===== src/rtl/msg_cmd_decoder.sv =====
// Command decoder: accepts one command packet at a time, updates or reads the layer
// configuration registers or launches the layer engine, then returns one response packet.
module msg_cmd_decoder #(
  parameter int C_PACKET_WIDTH = 66,
  parameter int C_NUM_REGS     = 16,
  parameter int C_TIMEOUT      = 1024
) (
  input  logic                        clk,
  input  logic                        rst,
  input  logic                        cmd_valid,
  output logic                        cmd_accept,
  input  logic [C_PACKET_WIDTH-1:0]   cmd_data,
  output logic                        rsp_valid,
  input  logic                        rsp_accept,
  output logic [C_PACKET_WIDTH-1:0]   rsp_data,
  output logic [C_NUM_REGS*32-1:0]    cfg_regs,
  output logic                        layer_start,
  input  logic                        layer_done
);

  localparam int CNT_W = $clog2(C_TIMEOUT + 1);
  localparam int IDX_W = (C_NUM_REGS > 1) ? $clog2(C_NUM_REGS) : 1;

  localparam logic [1:0] OP_WRITE = 2'b00;
  localparam logic [1:0] OP_READ  = 2'b01;
  localparam logic [1:0] OP_START = 2'b10;

  localparam logic [7:0] STS_OK      = 8'h00;
  localparam logic [7:0] STS_BAD_IDX = 8'h01;
  localparam logic [7:0] STS_BAD_OP  = 8'h02;
  localparam logic [7:0] STS_TIMEOUT = 8'h03;

  typedef enum logic [3:0] {
    ST_IDLE      = 4'b0001,
    ST_DECODE    = 4'b0010,
    ST_EXEC_WAIT = 4'b0100,
    ST_RESP      = 4'b1000
  } state_t;

  state_t state_reg, state_next;

  logic [1:0]       op_reg;
  logic [7:0]       idx_reg;
  logic [31:0]      wdata_reg;
  logic [CNT_W-1:0] cnt_reg;
  logic [31:0]      regs [C_NUM_REGS];

  logic             idx_ok;
  logic [IDX_W-1:0] idx_sel;
  logic             timeout_hit;
  logic             unused_cmd_bits;

  assign idx_ok          = ({1'b0, idx_reg} < 9'(C_NUM_REGS));
  assign idx_sel         = idx_reg[IDX_W-1:0];
  assign timeout_hit     = (cnt_reg == CNT_W'(C_TIMEOUT - 1));
  assign unused_cmd_bits = ^cmd_data[55:32];

  function automatic logic [C_PACKET_WIDTH-1:0] make_rsp(input logic [1:0]  op,
                                                          input logic [7:0]  idx,
                                                          input logic [7:0]  status,
                                                          input logic [31:0] data);
    logic [C_PACKET_WIDTH-1:0] r;
    r          = '0;
    r[65:64]   = op;
    r[63:56]   = idx;
    r[55:48]   = status;
    r[31:0]    = data;
    return r;
  endfunction

  always_ff @(posedge clk or posedge rst) begin
    if (rst) begin
      state_reg <= ST_IDLE;
    end else begin
      state_reg <= state_next;
    end
  end

  always_comb begin
    state_next = state_reg;
    cmd_accept = (state_reg == ST_IDLE);
    case (state_reg)
      ST_IDLE:      if (cmd_valid) state_next = ST_DECODE;
      ST_DECODE:    state_next = (op_reg == OP_START) ? ST_EXEC_WAIT : ST_RESP;
      ST_EXEC_WAIT: if (layer_done || timeout_hit) state_next = ST_RESP;
      ST_RESP:      if (rsp_valid && rsp_accept) state_next = ST_IDLE;
      default:      state_next = ST_IDLE;
    endcase
  end

  // The first ST_RESP cycle loads the output register; rsp_valid then holds until taken.
  always_ff @(posedge clk or posedge rst) begin
    if (rst) begin
      op_reg      <= '0;
      idx_reg     <= '0;
      wdata_reg   <= '0;
      cnt_reg     <= '0;
      rsp_valid   <= 1'b0;
      rsp_data    <= '0;
      layer_start <= 1'b0;
      for (int i = 0; i < C_NUM_REGS; i++) begin
        regs[i] <= '0;
      end
    end else begin
      layer_start <= 1'b0;
      case (state_reg)
        ST_IDLE: begin
          if (cmd_valid) begin
            op_reg    <= cmd_data[65:64];
            idx_reg   <= cmd_data[63:56];
            wdata_reg <= cmd_data[31:0];
          end
        end
        ST_DECODE: begin
          case (op_reg)
            OP_WRITE: begin
              if (idx_ok) begin
                regs[idx_sel] <= wdata_reg;
                rsp_data      <= make_rsp(op_reg, idx_reg, STS_OK, wdata_reg);
              end else begin
                rsp_data <= make_rsp(op_reg, idx_reg, STS_BAD_IDX, 32'h0);
              end
            end
            OP_READ: begin
              if (idx_ok) begin
                rsp_data <= make_rsp(op_reg, idx_reg, STS_OK, regs[idx_sel]);
              end else begin
                rsp_data <= make_rsp(op_reg, idx_reg, STS_BAD_IDX, 32'h0);
              end
            end
            OP_START: begin
              cnt_reg     <= '0;
              layer_start <= 1'b1;
            end
            default: rsp_data <= make_rsp(op_reg, idx_reg, STS_BAD_OP, 32'h0);
          endcase
        end
        ST_EXEC_WAIT: begin
          // Completion takes priority over a timeout landing in the same cycle.
          if (layer_done) begin
            rsp_data <= make_rsp(op_reg, idx_reg, STS_OK, 32'(cnt_reg));
          end else begin
            cnt_reg <= cnt_reg + 1'b1;
            if (timeout_hit) begin
              rsp_data <= make_rsp(op_reg, idx_reg, STS_TIMEOUT, 32'(C_TIMEOUT));
            end
          end
        end
        ST_RESP: begin
          if (!rsp_valid) begin
            rsp_valid <= 1'b1;
          end else if (rsp_accept) begin
            rsp_valid <= 1'b0;
          end
        end
        default: ;
      endcase
    end
  end

  for (genvar gi = 0; gi < C_NUM_REGS; gi++) begin : g_cfg
    assign cfg_regs[gi*32 +: 32] = regs[gi];
  end

endmodule


===== config.mk =====
export PLATFORM = sky130hd
export DESIGN_NAME = msg_cmd_decoder
export DESIGN_NICKNAME = d
export VERILOG_FILES = /design/src/rtl/msg_cmd_decoder.sv
export SDC_FILE = /design/constraint.sdc
export NUM_CORES = 1
export LEC_CHECK = 0
export ABC_AREA = 1
export ABC_CLOCK_PERIOD_IN_PS = 56800
export CORE_MARGIN = 10
export CORE_UTILIZATION = 30
export DETAILED_ROUTE_END_ITERATION = 7
export PLACE_DENSITY = 0.52
export SLEW_MARGIN = 20
export SYNTH_ARGS = -nofsm -noshare
export SYNTH_HDL_FRONTEND = slang
export SYNTH_SLANG_ARGS = --single-unit

===== constraint.sdc =====
create_clock -name clk -period 56.8 [get_ports clk]
set_input_delay 11.36 -clock clk [delete_from_list [all_inputs] [get_ports clk]]
set_output_delay 11.36 -clock clk [all_outputs]
set_load 0.01 [all_outputs]

After elaboration in Yosys (flattened, before gate mapping)
Cells that the tools add are included.
Cells by class
  add/subtract/negate cells: 1
  eq/ne operators: 14
  reduce and logical (&&, ||, !) cells: 10
  muxes and demuxes: 24
  bitwise operators: 1
  magnitude comparators: 3
Operator list (number)
  512-bit bitwise mux: 1
  66-bit case mux with 3 select lines: 1
  66-bit two-way mux: 2
  66-bit case mux with 2 select lines: 1
  32-bit binary-select mux with 4-bit select: 1
  32-bit demux with 4-bit select: 1
  49-bit two-way mux: 2
  32-bit two-way mux: 3
  11-bit two-way mux: 2
  11-bit case mux with 2 select lines: 1
  4-bit two-way mux: 4
  4-bit case mux with 4 select lines: 1
  2-bit != test, second input constant: 6
  3-bit AND reduction: 4
  11-bit by 1-bit adder with 11-bit output, second input constant: 1
  11-bit by 10-bit == test with 1-bit output, second input constant: 1
  8-bit by 5-bit less-than comparator with 1-bit output, second input constant: 1
  5-bit greater-or-equal comparator, second input constant: 1
  5-bit by 1-bit less-than comparator with 1-bit output, second input constant: 1
  4-bit NOT with 5-bit output: 1
  4-bit by 1-bit == test with 1-bit output, second input constant: 1
  4-bit by 2-bit == test with 1-bit output, second input constant: 1
  4-bit by 3-bit == test with 1-bit output, second input constant: 1
  4-bit == test, second input constant: 1
  other kinds (9): 13
Word-level totals
  output and inout bits: 581
  bits in registers: 637
  bits of input ports: 71

Depth between registers and ports, before layout
Gate-level depths: netlist (run 1).
  word-level depth: 7
  depth in mapped cells: 13
  gate-level depth less buffers: 11

Worst setup path before layout (run 1)
No wires, ideal clock.
  path kind: input to register
  start: in layer_done
  end: reg cnt_reg[2]
  library setup time: 0.077 ns
  arrival time: 12.343 ns
  data required time: 56.723 ns
  stages on the path: 8
  setup slack: 44.379 ns
  cells stage by stage: inv_1 -> nor2_2 -> inv_1 -> nand3_1 -> inv_1 -> nand2_1 -> o21ai_0 -> a21oi_1
Between the ends
  cells in the longest elaborated chain, start to end: 2
Ends and longest elaborated chain
  start: declaration: RTL line 18  | input logic layer_done
  2-bit != test (no line)
  3-bit AND reduction (no line)
  end signal: assignment: RTL line 143  | cnt_reg <= cnt_reg + 1'b1;
  end: declaration: RTL line 45  | logic [CNT_W-1:0] cnt_reg;
Every way passes these cells.
A chain may end at the register's enable or synchronous reset.

==> results of run 1 <==
## cells by family (layout without fill, tap and decap cells)
kind of cell | Yosys count | after routing | synth area share [%]
AOI/OAI and AO/OA | 591 | 591 | 11.0
other | 1 | 23 | 0.0139
adders and majority gates | 1 | 1 | 0.0464
and+or+nand+nor | 1698 | 1698 | 26.4
DFF | 615 | 615 | 57.1
buffers and inverters | 329 | 832 | 5.26
xor gates and xnor gates | 2 | 2 | 0.0650
## report_power, final
| group | switching, W | total [W] | internal, W |
|---|---|---|---|
| clock | 0.000199 | 0.000491 | 0.000292 |
| sequential | 0.0000522 | 0.000540 | 0.000488 |
| combinational | 0.000329 | 0.000434 | 0.000104 |
## routing by layer
layer	up-vias	global-route usage (%)	share of wire, %
met5	-	0	0.011
met4	2	10.4	4.3
met3	218	7.03	8.3
met2	975	39.8	46
met1	12416	31.3	41
li1	11554	-	-
## cell type report
class	count	area (µm²)
Antenna cell	1	2.50
Clock buffer	110	2220
Clock inverter	18	260
Fill cell	8987	52600
Inverter	70	270
Multi-Input combinational cell	2314	10300
Sequential cell	615	15400
Tap cell	1165	1460
Timing Repair Buffer	634	6310
## cells in the final DEF, fill, tap and decap left out, types with 10 or more instances in the layout
cell	count
sky130_fd_sc_hd__clkbuf_1	13
sky130_fd_sc_hd__clkbuf_8	23
sky130_fd_sc_hd__nand3_1	130
sky130_fd_sc_hd__o21ai_1	512
sky130_fd_sc_hd__dfrtp_1	612
sky130_fd_sc_hd__nand4_1	154
sky130_fd_sc_hd__clkbuf_16	74
sky130_fd_sc_hd__nand2_4	16
sky130_fd_sc_hd__inv_1	64
sky130_fd_sc_hd__buf_4	27
sky130_fd_sc_hd__o21ai_0	67
sky130_fd_sc_hd__clkdlybuf4s50_1	605
sky130_fd_sc_hd__a21oi_1	10
sky130_fd_sc_hd__nand2_1	1351
sky130_fd_sc_hd__nor2_1	14
sky130_fd_sc_hd__conb_1	22
## worst max-delay path: cells and delay by family
kind                   cells  cell delay (ns)
buffers and inverters      4             2.66
## through the flow
step | setup WS [ns] | power (W) | std cells | area (µm²)
2_1_floorplan | 28.22 | 0.000744 | 3258 | 27000
3_3_place_gp | 42.37 | 0.000981 | 4797 | 33700
3_5_place_dp | 42.36 | 0.000982 | 4797 | 33700
4_1_cts | 43.04 | 0.00148 | 4925 | 36200
5_1_grt | 42.77 | 0.00152 | 4926 | 36200
6_report | 43.12 | 0.00146 | 4927 | 36200
## final timing paths
kind	end	cells after the start
setup / recovery	cfg_regs[494]	4
hold / removal	rsp_data[48]	2
setup reg to reg	rsp_data[14]	12
hold reg to reg	rsp_data[48]	2
max in group clk	cmd_accept	3
min in group asynchronous	cfg_regs[121]	2
==> metrics.md, run 1 <==
| Metric | Value |
|---|---|
| Final GP Congestion | between 0.8 and 0.9 |
| FF+latch count, synth | 615 |
| Number of nets in the final layout | approximately 3800 |
| Min-delay src | rsp_data[48] |
| Setup Viol. Count Final | 0 |
| Starting DRT DRC Count | between 2000 and 2500 |
| Worst Hold Class | register to register |
| Max-cap violations | 0 |
| Number of buffers inserted by post-CTS setup repair | 0 |
| Number of flip-flops under the largest register name | about 510 |
| Top-Level Pins | between 600 and 700 |
| Reg-to-reg critical path startpoint | idx_reg[1] |
| Unrepaired setup endpoints after global routing | no |
| Critical path cell sequence | clkdlybuf4s50_1 -> inv_8 -> buf_4 -> buf_4 |
| Remaining Overflow, GRT | 0 |
| Largest stage delay on the critical path | between 0.8 and 0.9 ns |
| Cell mode on critical path | sky130_fd_sc_hd__buf_4 |
| Average routed wire per standard cell | around 27 µm |
| CTS sink count | slightly above 600 |
| Number of clock buffers inserted by TritonCTS | 73 |
| Clock period minus final worst setup slack | approximately 14 ns |
| Largest net degree at the start of global routing | approximately 150 |
| Detail Route Antenna Nets | 0 |
| Final Hold Fails | 0 |
| Row count | 109 |
| Skew final | 0.0234 ns |
| Initial core utilization | between 30% and 40% |
| Share of final-layout standard cells stronger than drive strength 1 | 5.03% |
| TritonCTS clock tree | done |
| Actual transition at the worst max-transition pin | 1.06 ns |
| Synthesis warning total | 0 |
| Number of detailed-routing iterations run before antenna repair | 5 |
| Average instance area after synthesis | ~8.3 µm² |
| Width of the chip | 320 µm |
| Largest cells by area after synthesis | sky130_fd_sc_hd__dfrtp_1 (57%), sky130_fd_sc_hd__nand2_1 (19%), sky130_fd_sc_hd__o21ai_1 (9.5%) |
| Number of enable flip-flop cells after synthesis | 0 |
| CORE AREA | just under 0.09 mm² |
| Arrival time of data at the critical path endpoint | between 10 and 15 ns |
| Via total after detailed routing | 25165 |
| Kind of capture point of the worst setup path | asynchronous set/reset pin |
| Cell taking the most area after synthesis | sky130_fd_sc_hd__dfrtp_1 |
| Worst-case hold slack | 0.472 ns |
| Max-Slew Margin vs Limit | between 20% and 30% |
| Count of pins over their slew limit | 0 |
| Cell leakage power | around 16 nW |
| Initial antenna violation count | 5 |
| Half-perimeter wire length of the detailed placement result | about 88000 µm |
| Setup slack, reg-to-reg | 52.46 ns |
| Worst endpoint required time | approximately 57 ns |
| Number of port buffers | between 600 and 700 |
| Fmax | about 73 MHz |
| Largest driver fanout on the critical path | around 110 |
| First-pass GRT wire length | around 190000 µm |
| Die Outline Area | about 0.10 mm² |
| Syn-to-layout area delta | 34.5% |
| Library cell with the highest instance count after synthesis | sky130_fd_sc_hd__nand2_1 |
| Launching instance or port of the critical path | rst |
| Count of unique library cells instantiated by Yosys | 29 |
| Post-route clock period utilization | between 20% and 30% |
| Power per standard cell area | ~40 mW/mm² |
| Source-to-sink clock delay at the later pin of the worst-skew pair | around 0.64 ns |
| Worst Path Class, Setup | input pin to asynchronous set/reset pin |
| Residual DRC count | 0 |
| Result of the run | complete, no violations |
| Gr usage total | 24.9% |
| Die H | around 320 µm |
| Clock buffer depth | 3 |
| Total number of H-tree levels | 3 |
| Total detailed-routing wirelength | between 100000 and 150000 µm |
| Post-layout util | about two fifths |
| CTS clk-pin slew, worst paths | about 0.06 ns |
| Via count normalized by instance count | between 5 and 6 |
| Setup Total Neg Slack | 0 ns |
| Area fraction of the dominant cell type after synthesis | 57.0% |
| VDD IR-drop max | around 20 µV |
| Gate count after technology mapping | roughly 3200 |
| Startpoint Class | input pin |
| Synthesized cell area | 0.0269 mm² |
| Count of cells resized by post-cts repair | 0 |
| Master cell of the clock root buffer | sky130_fd_sc_hd__clkbuf_16 |
| Async set-reset flop share out of synthesis | 100% |
| Vias in the first global route | roughly 24000 |
| Hold buffer count at cts | 0 |
| Commonest register cell after synthesis | sky130_fd_sc_hd__dfrtp_1 |
| Worst-path cell with the longest stage delay | sky130_fd_sc_hd__buf_4 |
| Top cell types by occurrence after synthesis | sky130_fd_sc_hd__nand2_1 (1352), sky130_fd_sc_hd__dfrtp_1 (614), sky130_fd_sc_hd__o21ai_1 (512), sky130_fd_sc_hd__clkbuf_1 (156), sky130_fd_sc_hd__nand4_1 (154) |
| Share of synthesized area occupied by flip-flops and latches | a little under three fifths |
(Power assumes the default switching activity.)
==> inputs of run 2 (changes only) <==
--- a/config.mk
+++ b/config.mk
@@ -6,11 +6,11 @@
 export NUM_CORES = 1
 export LEC_CHECK = 0
 export ABC_AREA = 1
-export ABC_CLOCK_PERIOD_IN_PS = 56800
+export ABC_CLOCK_PERIOD_IN_PS = 12550
 export CORE_MARGIN = 10
 export CORE_UTILIZATION = 30
 export DETAILED_ROUTE_END_ITERATION = 7
-export PLACE_DENSITY = 0.52
+export PLACE_DENSITY = 0.54
 export SLEW_MARGIN = 20
 export SYNTH_ARGS = -nofsm -noshare
 export SYNTH_HDL_FRONTEND = slang
==> constraint.sdc (replaced) <==
create_clock -name clk -period 12.55 [get_ports clk]
set_input_delay 2.51 -clock clk [delete_from_list [all_inputs] [get_ports clk]]
set_output_delay 2.51 -clock clk [all_outputs]
set_load 0.01 [all_outputs]
==> run 2 against run 1 <==
  * Final area down 0.45%
  * Flip-flop and latch count unchanged
  * Clock skew up 0.0065 ns
  * First-iteration DRC count up 4.9%
  * Clock power rose to 4.3 times the previous value
  * Core utilization down 0.18 points
  * Combinational power rose to 4.5 times the previous value
  * Sequential power rose to 4.5 times the previous value
  * Cell count down 0.10%
  * Via count down 0.31%
  * Sequential share of layout area up 0.19 points
==> metrics.md, run 2 (same netlist as run 1, synthesis figures left out) <==
| Metric | Value |
|---|---|
| Post-layout util | 40.6% (-0.18 points) |
| Fill cell total of the finished layout | 9011 (+0.27%) |
| Max-cap violations | 0 (unchanged) |
| Worst-case hold slack | 0.477 ns (+0.00452 ns) |
| VDD IR-drop max | 111 µV (+440%) |
| Result of the run | complete, no violations |
| Setup Total Neg Slack | 0 ns (unchanged) |
| Worst Path Class, Setup | register to register |
| Fmax | 205 MHz |
| Worst endpoint required time | 13.09 ns (-44.32 ns) |
| Source-to-sink clock delay at the later pin of the worst-skew pair | 0.63 ns (about the same) |
| Hold buffer count at cts | 0 (unchanged) |
| Setup Viol. Count Final | 0 (unchanged) |
| Total detailed-routing wirelength | 128000 µm (-2.9%) |
| Kind of capture point of the worst setup path | register |
| CTS clk-pin slew, worst paths | 0.06 ns (about the same) |
| Top library cells by usage in the layout, fill and taps aside | sky130_fd_sc_hd__nand2_1 (1351), sky130_fd_sc_hd__dfrtp_1 (612), sky130_fd_sc_hd__clkdlybuf4s50_1 (605), sky130_fd_sc_hd__o21ai_1 (512), sky130_fd_sc_hd__nand4_1 (154) |
| TritonCTS clock tree | done |
| First-pass GRT wire length | 183000 µm (-2.0%) |
| Starting DRT DRC Count | 2377 (+4.9%) |
| Unrepaired setup endpoints after global routing | no |
| Via count normalized by instance count | 5.10 (-0.20%) |
| Worst Hold Class | register to register |
| Worst-path cell with the longest stage delay | sky130_fd_sc_hd__dfrtp_4 |
| Via total after detailed routing | 25088 (-0.31%) |
| Critical path cell sequence | inv_1 -> nor2_4 -> buf_4 -> buf_4 -> nand2_1 -> nand4_1 -> nand2_1 -> nand4_1 -> nand2_1 -> nand2_1 -> nand2_1 -> nand2_1 |
| Number of flip-flops under the largest register name | 512 (unchanged) |
| Count of cells resized by post-cts repair | 0 (unchanged) |
| Row count | 109 (unchanged) |
| Largest net degree at the start of global routing | 175 (+16%) |
| Average routed wire per standard cell | 25.9 µm (-2.8%) |
| Number of detailed-routing iterations run before antenna repair | 5 (unchanged) |
| Commonest non-fill, non-tap cell in the layout | sky130_fd_sc_hd__nand2_1 |
| Power per standard cell area | 180 mW/mm² (+350%) |
| Die Outline Area | 0.102 mm² (unchanged) |
| Cell mode on critical path | sky130_fd_sc_hd__nand2_1 |
| Clock period minus final worst setup slack | about 4.9 ns |
| Buffers & Inverters on Critical Path | 3 (-1) |
| Largest driver fanout on the critical path | 55 (-49%) |
| Count of pins over their slew limit | 0 (unchanged) |
| Residual DRC count | 0 (unchanged) |
| Skew final | 0.0299 ns (+0.00645 ns) |
| Max-Slew Margin vs Limit | 27.0% (-2.3 points) |
| Number of nets in the final layout | 3772 (-0.21%) |
| Number of buffers inserted by post-CTS setup repair | 0 (unchanged) |
| Arrival time of data at the critical path endpoint | 5.42 ns (-8.88 ns) |
| Master cell of the clock root buffer | sky130_fd_sc_hd__clkbuf_16 |
| Actual transition at the worst max-transition pin | 1.09 ns (+0.0346 ns) |
| Final GP Congestion | 0.862 (+1.1%) |
| Number of non-filler instances in the completed layout | 4922 (-0.10%) |
| Top-Level Pins | 652 (unchanged) |
| Remaining Overflow, GRT | 0 (unchanged) |
| Syn-to-layout area delta | 33.9% |
| Number of port buffers | 605 (unchanged) |
| Number of clock buffers inserted by TritonCTS | 73 (unchanged) |
| Cell type group with the largest total delay on the critical path | simple AND/OR/NAND/NOR gates |
| Cell leakage power | 15.6 nW (-0.61%) |
| Initial core utilization | 30.3% (unchanged) |
| Post-route clock period utilization | 38.8% |
| Initial antenna violation count | 4 (-1) |
| Share of final-layout standard cells stronger than drive strength 1 | 4.82% (-0.21 points) |
| Vias in the first global route | 23986 (-1.3%) |
| Final Hold Fails | 0 (unchanged) |
| Gr usage total | 24.1% (-0.74 points) |
| Detail Route Antenna Nets | 0 (unchanged) |
| CTS sink count | 615 (unchanged) |
| Largest stage delay on the critical path | 0.78 ns (-0.10 ns) |
| Startpoint Class | register |
| Die H | 320 µm (unchanged) |
| CORE AREA | 0.0888 mm² (unchanged) |
| Total number of H-tree levels | 3 (unchanged) |
| Clock buffer depth | 3 (unchanged) |
| Half-perimeter wire length of the detailed placement result | 85100 µm (-3.2%) |
| Width of the chip | 320 µm (unchanged) |
| Count of placed standard cells including taps | 4790 (-0.15%) |
-- run 2: changes by cell type in the layout (fill, tap and decap cells not counted), sizes merged --
cell / previous run / this run
buf: 29 / 21
diode: 1 / 2
bufinv: 5 / 2
clkinvlp: 0 / 3
clkbuf: 110 / 105
clkinv: 10 / 18
inv: 73 / 72
-- run 2: metrics by stage --
step | setup WS (ns) | power [W] | cell area [µm²]
floorplan | 1.65 | 0.00337 | 27000
global placement | 7.28 | 0.00442 | 33700
detailed placement | 7.28 | 0.00443 | 33700
CTS | 7.58 | 0.00656 | 36000
global route | 7.52 | 0.00677 | 36100
finish | 7.68 | 0.00650 | 36100
-- run 2: final timing paths --
| kind | cells after the start | endpoint | slack, ns | startpoint |
|---|---|---|---|---|
| worst max register to register | 12 | rsp_data[14] | 7.68 | idx_reg[1] |
| worst max-delay path | 12 | rsp_data[14] | 7.68 | idx_reg[1] |
| min in group asynchronous | 2 | cfg_regs[89] | 2.30 | rst |
| worst min register to register | 2 | rsp_data[29] | 0.48 | rsp_data[29] |
| max in group asynchronous | 4 | cfg_regs[39] | 7.92 | rst |
| worst min-delay path | 2 | rsp_data[29] | 0.48 | rsp_data[29] |
-- run 2: layer usage --
metal  track usage (%)  part of all wire (%)  vias to the layer above  routed length [µm]
li1                  -                     -                    11549                   -
met1              30.9                    42                    12378               53100
met2              39.2                    47                      987               59500
met3              6.34                   8.2                      174               10500
met4              8.22                   3.5                        0                4440
met5                 0                     0                        -                   0
-- run 2: worst reg2reg max path, cell delays in order (launching register included) --
cell and delay [ns]:
sky130_fd_sc_hd__dfrtp_4 0.78, sky130_fd_sc_hd__inv_1 0.53, sky130_fd_sc_hd__nor2_4 0.78, sky130_fd_sc_hd__buf_4 0.67, sky130_fd_sc_hd__buf_4 0.74, sky130_fd_sc_hd__nand2_1 0.27, sky130_fd_sc_hd__nand4_1 0.19, sky130_fd_sc_hd__nand2_1 0.09
sky130_fd_sc_hd__nand4_1 0.43, sky130_fd_sc_hd__nand2_1 0.12, sky130_fd_sc_hd__nand2_1 0.08, sky130_fd_sc_hd__nand2_1 0.04, sky130_fd_sc_hd__nand2_1 0.08
-- run 2: final cells by class --
type / count / area (µm²) / share of cell area [%]
sequential: 615 / 15400 / 42.7
multi-input combinational: 2314 / 10300 / 28.6
timing repair buffer: 626 / 6260 / 17.4
clock buffer: 105 / 2120 / 5.87
tap: 1165 / 1460 / 4.04
inverter: 70 / 267 / 0.739
clock inverter: 25 / 236 / 0.656
antenna: 2 / 5.00 / 0.0139
-- run 2: power breakdown --
part	internal [W]	switching, W	leakage (nW)
clock network	0.00122	0.000905	1.17
registers	0.00221	0.000212	8.49
logic	0.000468	0.00149	5.96
total	0.00390	0.00260	15.6
